File: src/rtl/conv_mac_ctrl.sv
// Dot-product sequencer for an external pipelined mult_add unit.
// Issues operand groups, tracks them through the multiplier latency and accumulates the products.
module conv_mac_ctrl #(
  parameter int DW     = 16,
  parameter int LEN_W  = 8,
  parameter int ACC_W  = 32,
  parameter int MA_LAT = 2
) (
  input  logic             sys_clk_i,
  input  logic             sys_rst_i,
  input  logic             cfg_start_i,
  input  logic [LEN_W-1:0] cfg_len_i,
  input  logic             cfg_is_add_i,
  output logic             busy_o,
  input  logic             op_valid_i,
  output logic             op_ready_o,
  input  logic [DW-1:0]    op_a0_i,
  input  logic [DW-1:0]    op_a1_i,
  input  logic [DW-1:0]    op_b0_i,
  input  logic [DW-1:0]    op_b1_i,
  output logic [DW-1:0]    ma_a0_o,
  output logic [DW-1:0]    ma_a1_o,
  output logic [DW-1:0]    ma_b0_o,
  output logic [DW-1:0]    ma_b1_o,
  output logic             ma_addsub_o,
  input  logic [DW-1:0]    ma_p_i,
  output logic             res_valid_o,
  input  logic             res_ready_i,
  output logic [ACC_W-1:0] res_data_o
);

  localparam logic [1:0] S_IDLE  = 2'd0;
  localparam logic [1:0] S_FEED  = 2'd1;
  localparam logic [1:0] S_DRAIN = 2'd2;
  localparam logic [1:0] S_DONE  = 2'd3;

  logic [1:0]       state_q, state_d;
  logic [LEN_W-1:0] len_q, len_d;
  logic [LEN_W-1:0] iss_q, iss_d;
  logic [LEN_W-1:0] ret_q, ret_d;
  logic             mode_q, mode_d;
  logic [ACC_W-1:0] acc_q, acc_d;
  logic [MA_LAT-1:0] tag_q, tag_d;
  logic [DW-1:0]    a0_q, a0_d, a1_q, a1_d, b0_q, b0_d, b1_q, b1_d;

  logic             op_hs;
  logic             retire;
  logic [ACC_W-1:0] p_ext;

  assign op_hs  = (state_q == S_FEED) && op_valid_i;
  // Oldest tag bit marks the edge where the product for that group is on ma_p_i.
  assign retire = tag_q[MA_LAT-1];
  assign p_ext  = {{(ACC_W-DW){ma_p_i[DW-1]}}, ma_p_i};

  always_comb begin
    state_d = state_q;
    len_d   = len_q;
    iss_d   = iss_q;
    ret_d   = ret_q;
    mode_d  = mode_q;
    acc_d   = acc_q;
    a0_d    = a0_q;
    a1_d    = a1_q;
    b0_d    = b0_q;
    b1_d    = b1_q;
    tag_d   = tag_q;

    tag_d[0] = op_hs;
    for (int i = 1; i < MA_LAT; i++) tag_d[i] = tag_q[i-1];

    if (retire) begin
      acc_d = acc_q + p_ext;
      ret_d = ret_q + LEN_W'(1);
    end

    case (state_q)
      S_IDLE: begin
        if (cfg_start_i) begin
          len_d   = cfg_len_i;
          mode_d  = cfg_is_add_i;
          acc_d   = '0;
          iss_d   = '0;
          ret_d   = '0;
          state_d = (cfg_len_i == '0) ? S_DONE : S_FEED;
        end
      end
      S_FEED: begin
        if (op_hs) begin
          a0_d  = op_a0_i;
          a1_d  = op_a1_i;
          b0_d  = op_b0_i;
          b1_d  = op_b1_i;
          iss_d = iss_q + LEN_W'(1);
          if ((iss_q + LEN_W'(1)) == len_q) state_d = S_DRAIN;
        end
      end
      S_DRAIN: begin
        if (retire && ((ret_q + LEN_W'(1)) == len_q)) state_d = S_DONE;
      end
      default: begin
        if (res_ready_i) state_d = S_IDLE;
      end
    endcase
  end

  always_ff @(posedge sys_clk_i or posedge sys_rst_i) begin
    if (sys_rst_i) begin
      state_q <= S_IDLE;
      len_q   <= '0;
      iss_q   <= '0;
      ret_q   <= '0;
      mode_q  <= 1'b0;
      acc_q   <= '0;
      tag_q   <= '0;
      a0_q    <= '0;
      a1_q    <= '0;
      b0_q    <= '0;
      b1_q    <= '0;
    end else begin
      state_q <= state_d;
      len_q   <= len_d;
      iss_q   <= iss_d;
      ret_q   <= ret_d;
      mode_q  <= mode_d;
      acc_q   <= acc_d;
      tag_q   <= tag_d;
      a0_q    <= a0_d;
      a1_q    <= a1_d;
      b0_q    <= b0_d;
      b1_q    <= b1_d;
    end
  end

  assign busy_o      = (state_q != S_IDLE);
  assign op_ready_o  = (state_q == S_FEED);
  assign res_valid_o = (state_q == S_DONE);
  assign res_data_o  = acc_q;
  assign ma_addsub_o = mode_q;
  assign ma_a0_o     = a0_q;
  assign ma_a1_o     = a1_q;
  assign ma_b0_o     = b0_q;
  assign ma_b1_o     = b1_q;

endmodule

File: config.mk
export PLATFORM = sky130hd
export DESIGN_NAME = conv_mac_ctrl
export DESIGN_NICKNAME = d
export VERILOG_FILES = /design/src/rtl/conv_mac_ctrl.sv
export SDC_FILE = /design/constraint.sdc
export NUM_CORES = 1
export LEC_CHECK = 0
export BUFFER_PORTS_ARGS = -buffer_cell sky130_fd_sc_hd__buf_2
export CORE_MARGIN = 2
export CORE_UTILIZATION = 54
export CTS_BUF_LIST = sky130_fd_sc_hd__clkbuf_4
export DETAILED_ROUTE_END_ITERATION = 16
export PLACE_DENSITY_LB_ADDON = 0.12
export SKIP_LAST_GASP = 1
export SYNTH_ARGS = -nofsm -noshare
export SYNTH_HDL_FRONTEND = slang
export SYNTH_SLANG_ARGS = --single-unit
export TNS_END_PERCENT = 1
File: constraint.sdc
create_clock -name sys_clk_i -period 4 [get_ports sys_clk_i]
set_input_delay 0.2 -clock sys_clk_i [delete_from_list [all_inputs] [get_ports sys_clk_i]]
set_output_delay 0.2 -clock sys_clk_i [all_outputs]
set_load 0.005 [all_outputs]
Word level (Yosys, flattened, before mapping)

Index checks and enable logic that the tools add are counted.

Mux-type cells: 16
Equality and inequality tests: 9
$add $sub $neg: 3
Reduce and logical (&&, ||, !) cells: 11

Operators by type and width:

| cell                  | count |
|---|---|
| $mux W32              | 3 |
| $mux W8               | 5 |
| $add A32 B32 Y32      | 1 |
| $add A8 B1 Y8 const B | 2 |
| $eq A8 B8 Y1          | 2 |
| $pmux W8 S2           | 1 |
| $mux W2               | 6 |
| $logic_not A8 Y1      | 1 |
| $pmux W2 S3           | 1 |
| $reduce_and A5 Y1     | 1 |
| $eq A2 B2 Y1 const B  | 2 |
| $ne A2 B1 Y1 const B  | 2 |
| $ne A2 B2 Y1 const B  | 2 |
| $reduce_and A2 Y1     | 2 |
| $reduce_bool A2 Y1    | 2 |
| $reduce_bool A4 Y1    | 1 |
| $reduce_and A3 Y1     | 1 |
| $eq A2 B1 Y1 const B  | 1 |
| $logic_and A1 B1 Y1   | 2 |
| $logic_not A2 Y1      | 1 |

Word-level logic and storage cells: 50
Input port bits: 94
Output and inout port bits: 100
Register bits: 125

Logic depth before layout (Yosys ltp)

Gate-level depths: netlist (run 1).

Word-level depth: 5
Depth in mapped cells: 11
Gate-level depth less buffers: 11

Least setup slack after synthesis (run 1)

No wires, ideal clock.

Path type: register to register
Start: register acc_q[0] (netlist: res_data_o[0])
End: register acc_q[24] (netlist: res_data_o[24])
Required time: 3.867 ns
Path buffers: 0
Setup slack: 1.308 ns
Cell stages (with the launch flop): 12
Period minus slack after synthesis: 2.692 ns
Data arrival time: 2.559 ns
Cells stage by stage: dfrtp_1 ha_1 fa_1 a21o_1 a21oi_1 o21bai_1 a211o_1 a211oi_1 nor2_1 a31o_2 xnor2_1 o22ai_1

Longest elaborated chain between the ends: 4

RTL lines:

| item                   | line | source |
|---|---|---|
| from (decl)            | 42   | `logic [ACC_W-1:0] acc_q, acc_d;` |
| from (signal assigned) | 113  | `acc_q <= '0;` |
| from (signal assigned) | 125  | `acc_q <= acc_d;` |
| $add A32 B32 Y32 (*)   | 72   | `acc_d = acc_q + p_ext;` |
| $mux W32 (*)           | 71   | `if (retire) begin` |
| $mux W32               | 78   | `if (cfg_start_i) begin` |
| $mux W32 (*)           | 76   | `case (state_q)` |
| net acc_d[24]          | 42   |  |

The timed path passes the listed nets; every way through them passes the cells marked *.
A chain may end at the register's enable or synchronous reset.

Final worst setup path (run 1)

Start: register acc_q[0] (netlist: res_data_o[0])
End: register acc_q[26] (netlist: res_data_o[26])

Same word-level chain as after synthesis.

==> results of run 1 <==
## per-stage QoR
stage | power, uW | setup WS (ns) | cell area (um2) | utilization [%] | hold slack, ns
floorplan | 4250 | 0.472 | 6900 | - | 0.305
global placement | 5160 | 1.13 | 7990 | 63.5 | 0.335
detailed placement | 5260 | 1.03 | 7990 | 63.5 | 0.335
CTS | 6410 | 1.01 | 9070 | 72.2 | 0.0256
global route | 6970 | 0.799 | 9070 | 72.2 | 0.0516
finish | 6490 | 0.988 | 9070 | 72.2 | 0.0549
## cells in the mapped netlist, types with 6 or more instances
| cell | count |
|---|---|
| a211oi_1 | 7 |
| a21o_1 | 18 |
| a21oi_1 | 40 |
| and3_1 | 7 |
| buf_1 | 6 |
| clkbuf_1 | 21 |
| dfrtp_1 | 125 |
| ha_1 | 37 |
| inv_1 | 15 |
| mux2_2 | 65 |
| mux2i_1 | 21 |
| nand2_1 | 69 |
| nand3_1 | 15 |
| nand4_1 | 7 |
| nor2_1 | 63 |
| nor3_1 | 9 |
| o21ai_0 | 27 |
| o21bai_1 | 8 |
| o22ai_1 | 8 |
| xnor2_1 | 29 |
| xor2_1 | 19 |
## worst max-delay path: stages, from the launching register on
cell	delay, ns
dfrtp_1	0.42
ha_1	0.23
fa_1	0.42
a21o_1	0.17
a21oi_1	0.23
o21bai_1	0.13
a211o_1	0.37
a211oi_1	0.28
nor2_1	0.14
a31oi_1	0.23
xor2_1	0.16
o22ai_1	0.10
## sequential cells by signal, summed over array words and instances, names as in the netlist
register	cells
ma_a1_o	16
ma_a0_o	16
len_q	8
res_data_o	32
ma_addsub_o	1
tag_q	2
ret_q	8
ma_b1_o	16
state_q	2
ma_b0_o	16
iss_q	8
## routing by layer
layer | part of all wire [%] | GRT usage [%]
met5 | 0.067 | 0
met4 | 3.2 | 12.2
met3 | 6.7 | 7.31
met2 | 49 | 49.1
met1 | 41 | 37.3
## cell families after synthesis
logic type	Yosys count	share of synthesized area (%)
AOI/OAI and AO/OA	141	13.0
buffers and inverters	46	2.76
xor gates and xnor gates	48	6.10
DFF	125	45.4
and+or+nand+nor	189	12.1
muxes	86	13.7
adders and majority gates	38	7.00
## power by group
part / internal, uW / switching (uW)
Combinational: 1540 / 1610
Clock: 556 / 508
Sequential: 1820 / 460
Total: 3910 / 2580
## worst paths after layout
path                                   to     startpoint  slack, ns  depth (start not counted)
min in group asynchronous   res_data_o[9]      sys_rst_i       0.39                          3
min reg2reg                      tag_q[1]       tag_q[0]       0.36                          0
max in group asynchronous     ma_b1_o[11]      sys_rst_i       2.65                          4
max                        res_data_o[26]  res_data_o[0]       0.99                         11
max reg2reg                res_data_o[26]  res_data_o[0]       0.99                         11
min                         res_data_o[0]      ma_p_i[0]       0.05                          4
## layout make-up
cell class / count / area, um2 / area share, %
Tap cell: 172 / 215 / 2.37
Clock inverter: 15 / 218 / 2.40
Antenna cell: 1 / 2.50 / 0.0276
Timing Repair Buffer: 272 / 1740 / 19.2
Clock buffer: 17 / 128 / 1.41
Inverter: 15 / 58.8 / 0.648
Sequential cell: 125 / 3130 / 34.5
Multi-Input combinational cell: 502 / 3580 / 39.4
==> impl_metrics.csv, run 1 <==
group,metric,value,unit
place,placedCellCount,1012,
cells_and_area,final_common_cell,"buf_2",
power,power.density,715,nW/um2
synthesis,synth_nets,805,
routing,drt-pass1-iter-count,5,
grt,grt.overflow.total,0,
cells_and_area,layout_common_cells,"193 x buf_2, 124 x dfrtp_1, 74 x dlygate4sd3_1",
clock_network,cts_resized,0,
cells_and_area,area_delta_synth_final,31.6,%
routing,wl,19.5,mm
clock_network,numCtsBuffers,17,
routing,vias,6159,
synthesis,synth_area_leaders,"dfrtp_1 45%, mux2_2 11%, ha_1 6.7%",
synthesis,synthDistinctLibCells,48,
routing,drt_iter0_markers,468,
clock_network,cts_hold_buf,74,
place,dp_hpwl,12.5,mm
clock_network,post_cts_buffers,0,
clock_network,cts_num_sinks,125,
synthesis,synth_warnings,0,
power,p_leak,0.00443,uW
clock_network,clock_latency,0.54,ns
critical_path,path_max_fanout,4,
die,rows,41,
place,gp_congestion,0.946,
clock_network,cts_tree,"yes",
critical_path,crit_type,"reg2reg",
cells_and_area,final_cell_count_no_fill,1119,
cells_and_area,fin_nets,1065,
timing,final_hold_viol_count,0,
die,start_util,54.9,%
place,io_buffers,193,
routing,drc_errors,0,
grt,grt_use_total,29.6,%
cells_and_area,fillers,913,
synthesis,ys.flop_type,"dfrtp_1",
die,die_x,117,um
job,maxCapViolCount,0,
synthesis,synthCells,673,
routing,ant_nets,0,
clock_network,htreeDepth,4,
synthesis,async_flop_share,100,%
timing,fin_tns_setup,0,ns
synthesis,synth_top_cell_by_area,"dfrtp_1",
critical_path,startpoint_type,"flop",
synthesis,syn_avg_cell_area,10.2,um2
timing,fin_crit_sh,75.3,%
timing,finalCriticalPeriod,3.01,ns
synthesis,synth_edf_count,0,
outcome,status,"finished, final reports clean",
routing,detail_route.wl_per_cell,17.4,um
critical_path,endpoint_kind,"flop",
timing,rsz0062_at_grt,"false",
die,coreArea,12600,um2
grt,grt_max_degree,71,
grt,grt_pass1_wl,31.2,mm
grt,grt_pass1_vias,6352,
timing,tightestPinTransition,0.846,ns
synthesis,yosysTopAreaCellShare,45.4,%
grt,antenna_found_initial,2,
synthesis,synth_seq_cells,125,
synthesis,ys_seq_area_share,45.4,%
timing,setup_violations,0,
power,ir_drop,0.405,mV
synthesis,netlist_area,6900,um2
die,pin_count,194,
clock_network,clkSlewWorstSetupHoldPaths,0.11,ns
critical_path,crit_required,4.40,ns
routing,vias_per_cell,5.50,
timing,relSlewSlack,43.6,%
hold_path,worstHoldPathType,"in2reg",
critical_path,crit_arrival,3.41,ns
cells_and_area,drive_gt1_share,31.6,%
timing,clock.fmax,0.332,GHz
clock_network,clockBufferDepth,2,
timing,slew_violations,0,
timing,fin_skew,0.0251,ns
die,dieHeight,117,um
clock_network,cts_root_buf,"clkbuf_4",
die,dieArea,13700,um2
(Power assumes the default switching activity.)
==> run 2, diff against run 1 <==
- clock period: 4 -> 2.79 ns (I/O delays scaled with it)
==> run 2 against run 1 <==
Effect of this change:
- utilization increased by 1.4 points
- first-iteration DRC count decreased by 6.2%
- count of clock-buffer cells in the layout increased by 1
- sequential power increased by 41%
- global-route usage decreased by 0.62 points
- sequential cell count unchanged
- cell area increased by 2.0%
- via count increased by 1.2%
- final cell count increased by 1.4%
- critical path type unchanged
- critical endpoint unchanged
- largest cell class unchanged
- largest power group unchanged
==> impl_metrics.csv, run 2 (same netlist as run 1, synthesis figures left out) <==
group,metric,value,unit
cells_and_area,final_common_cell,"buf_2",
grt,grt_max_degree,69,
place,io_buffers,193,
timing,relSlewSlack,40.8,%
grt,grt_use_total,29.0,%
cells_and_area,fin_nets,1082,
power,p_leak,0.00452,uW
routing,detail_route.wl_per_cell,16.9,um
routing,vias,6231,
cells_and_area,area_delta_synth_final,34.2,%
die,dieArea,13700,um2
routing,ant_nets,0,
grt,grt_pass1_vias,6220,
critical_path,slowest_stage,"dfrtp_1",
cells_and_area,drive_gt1_share,33.9,%
die,dieHeight,117,um
cells_and_area,largest_register_ffs,32,
timing,setup_violations,0,
critical_path,path_max_fanout,4,
critical_path,startpoint_type,"flop",
power,total_power,9250,uW
grt,grt_pass1_wl,30.5,mm
critical_path,crit_type,"reg2reg",
cells_and_area,seqCellArea,3130,um2
critical_path,worstPathBufferInverterCount,0,
timing,tightestPinTransition,0.887,ns
critical_path,crit_required,3.19,ns
timing,fin_tns_setup,0,ns
routing,drt_iter0_markers,439,
critical_path,crit_path_max_incr_delay,0.40,ns
clock_network,cts_tree,"yes",
outcome,status,"finished, final reports clean",
power,ir_drop,0.645,mV
cells_and_area,final_cell_count_no_fill,1135,
routing,wl,19.1,mm
timing,fin_skew,0.0200,ns
die,coreArea,12600,um2
timing,rsz0062_at_grt,"true",
cells_and_area,fin_util,73.6,%
die,rows,41,
hold_path,worstHoldPathType,"in2reg",
place,placedCellCount,1027,
timing,finalCriticalPeriod,2.70,ns
clock_network,clock_latency,0.54,ns
routing,drc_errors,0,
timing,clock.fmax,0.370,GHz
timing,final_hold_viol_count,0,
clock_network,cts_num_sinks,125,
critical_path,path_cells,"ha_2 -> fa_2 -> a21o_1 -> a21oi_2 -> o21bai_2 -> a211o_1 -> a211oi_2 -> nor2_2 -> a31oi_1 -> xor2_1 -> o22ai_1",
place,place_area,8120,um2
clock_network,numCtsBuffers,17,
cells_and_area,fillers,871,
critical_path,crit_arrival,3.10,ns
routing,vias_per_cell,5.49,
grt,antenna_found_initial,2,
clock_network,htreeDepth,4,
place,gp_congestion,0.883,
die,start_util,54.9,%
timing,fin_crit_sh,96.8,%
die,die_x,117,um
clock_network,clockBufferDepth,2,
routing,drt-pass1-iter-count,6,
place,dp_hpwl,12.5,mm
cells_and_area,multi_input_area,3660,um2
power,power.density,999,nW/um2
grt,grt.overflow.total,0,
timing,slew_violations,0,
clock_network,clkSlewWorstSetupHoldPaths,0.12,ns
critical_path,endpoint_kind,"flop",
clock_network,cts_root_buf,"clkbuf_4",
critical_path,regToRegSetupSlack,0.09,ns
die,pin_count,194,
critical_path,crit_family,"compound AO/OA/AOI/OAI gates",
cells_and_area,layout_common_cells,"193 x buf_2, 125 x dfrtp_1, 75 x dlygate4sd3_1",
job,maxCapViolCount,0,
cells_and_area,finish.instance_area,9260,um2
-- run 2: cell types whose count changed in the layout (fill, tap and decap cells not counted), moves of 2 or more --
cell,change
ha_1,-2
a21oi_1,-2
diode_2,+2
o21ai_1,-2
a21oi_2,+2
buf_4,+14
buf_12,+2
bufinv_16,-2
-- run 2: area by class of cell --
class / count / share of cell area [%]
clock buffer: 18 / 1.46
antenna: 3 / 0.0811
timing repair buffer: 289 / 20.5
tap: 172 / 2.32
sequential: 125 / 33.8
multi-input combinational: 502 / 39.6
inverter: 15 / 0.649
clock inverter: 11 / 1.58
-- run 2: stage by stage --
step           hold slack (ns)  setup slack [ns]
6_report                0.0871            0.0888
5_1_grt                 0.0825           -0.0561
4_1_cts                 0.0266           -0.0349
3_5_place_dp             0.339           -0.0383
3_3_place_gp             0.332           -0.0240
2_1_floorplan            0.245            0.0982
-- run 2: tightest hold or removal path: cells and delay by family --
family / cells / cell delay (ns)
buffers and inverters: 1 / 0.11
and+or+nand+nor: 1 / 0.09
adders and majority gates: 1 / 0.19
muxes: 1 / 0.06
-- run 2: routing by layer --
metal	share of wire (%)	GRT usage [%]	wire [um]
met1	41	35.5	7760
met2	51	48.8	9730
met3	6.5	8.75	1250
met4	2.1	10.3	402
met5	0	0	0
-- run 2: where the power goes --
group	total [uW]	internal [uW]	switching [uW]
clock	1300	615	689
combinational	4720	2360	2360
sequential	3220	2600	619
-- run 2: path summary, 6_finish.rpt --
check / start / cells after the start / to
min in group asynchronous: sys_rst_i / 3 / ma_a0_o[11]
worst max register to register: res_data_o[0] / 11 / res_data_o[26]
worst max-delay path: res_data_o[0] / 11 / res_data_o[26]
max in group asynchronous: sys_rst_i / 4 / ma_a1_o[5]
worst min-delay path: ma_p_i[1] / 4 / res_data_o[1]
worst min register to register: tag_q[0] / 0 / tag_q[1]
-- run 2: repair_timing --
| item | in CTS | in global routing |
|---|---|---|
| endpoints found under the setup margin | 7 | 13 |
| endpoints found under the hold margin | 111 | 0 |
| hold buffers | 75 | 0 |
| setup buffers | 0 | 1 |
| gates resized for setup | 1 | 15 |
| pin swaps | 0 | 8 |
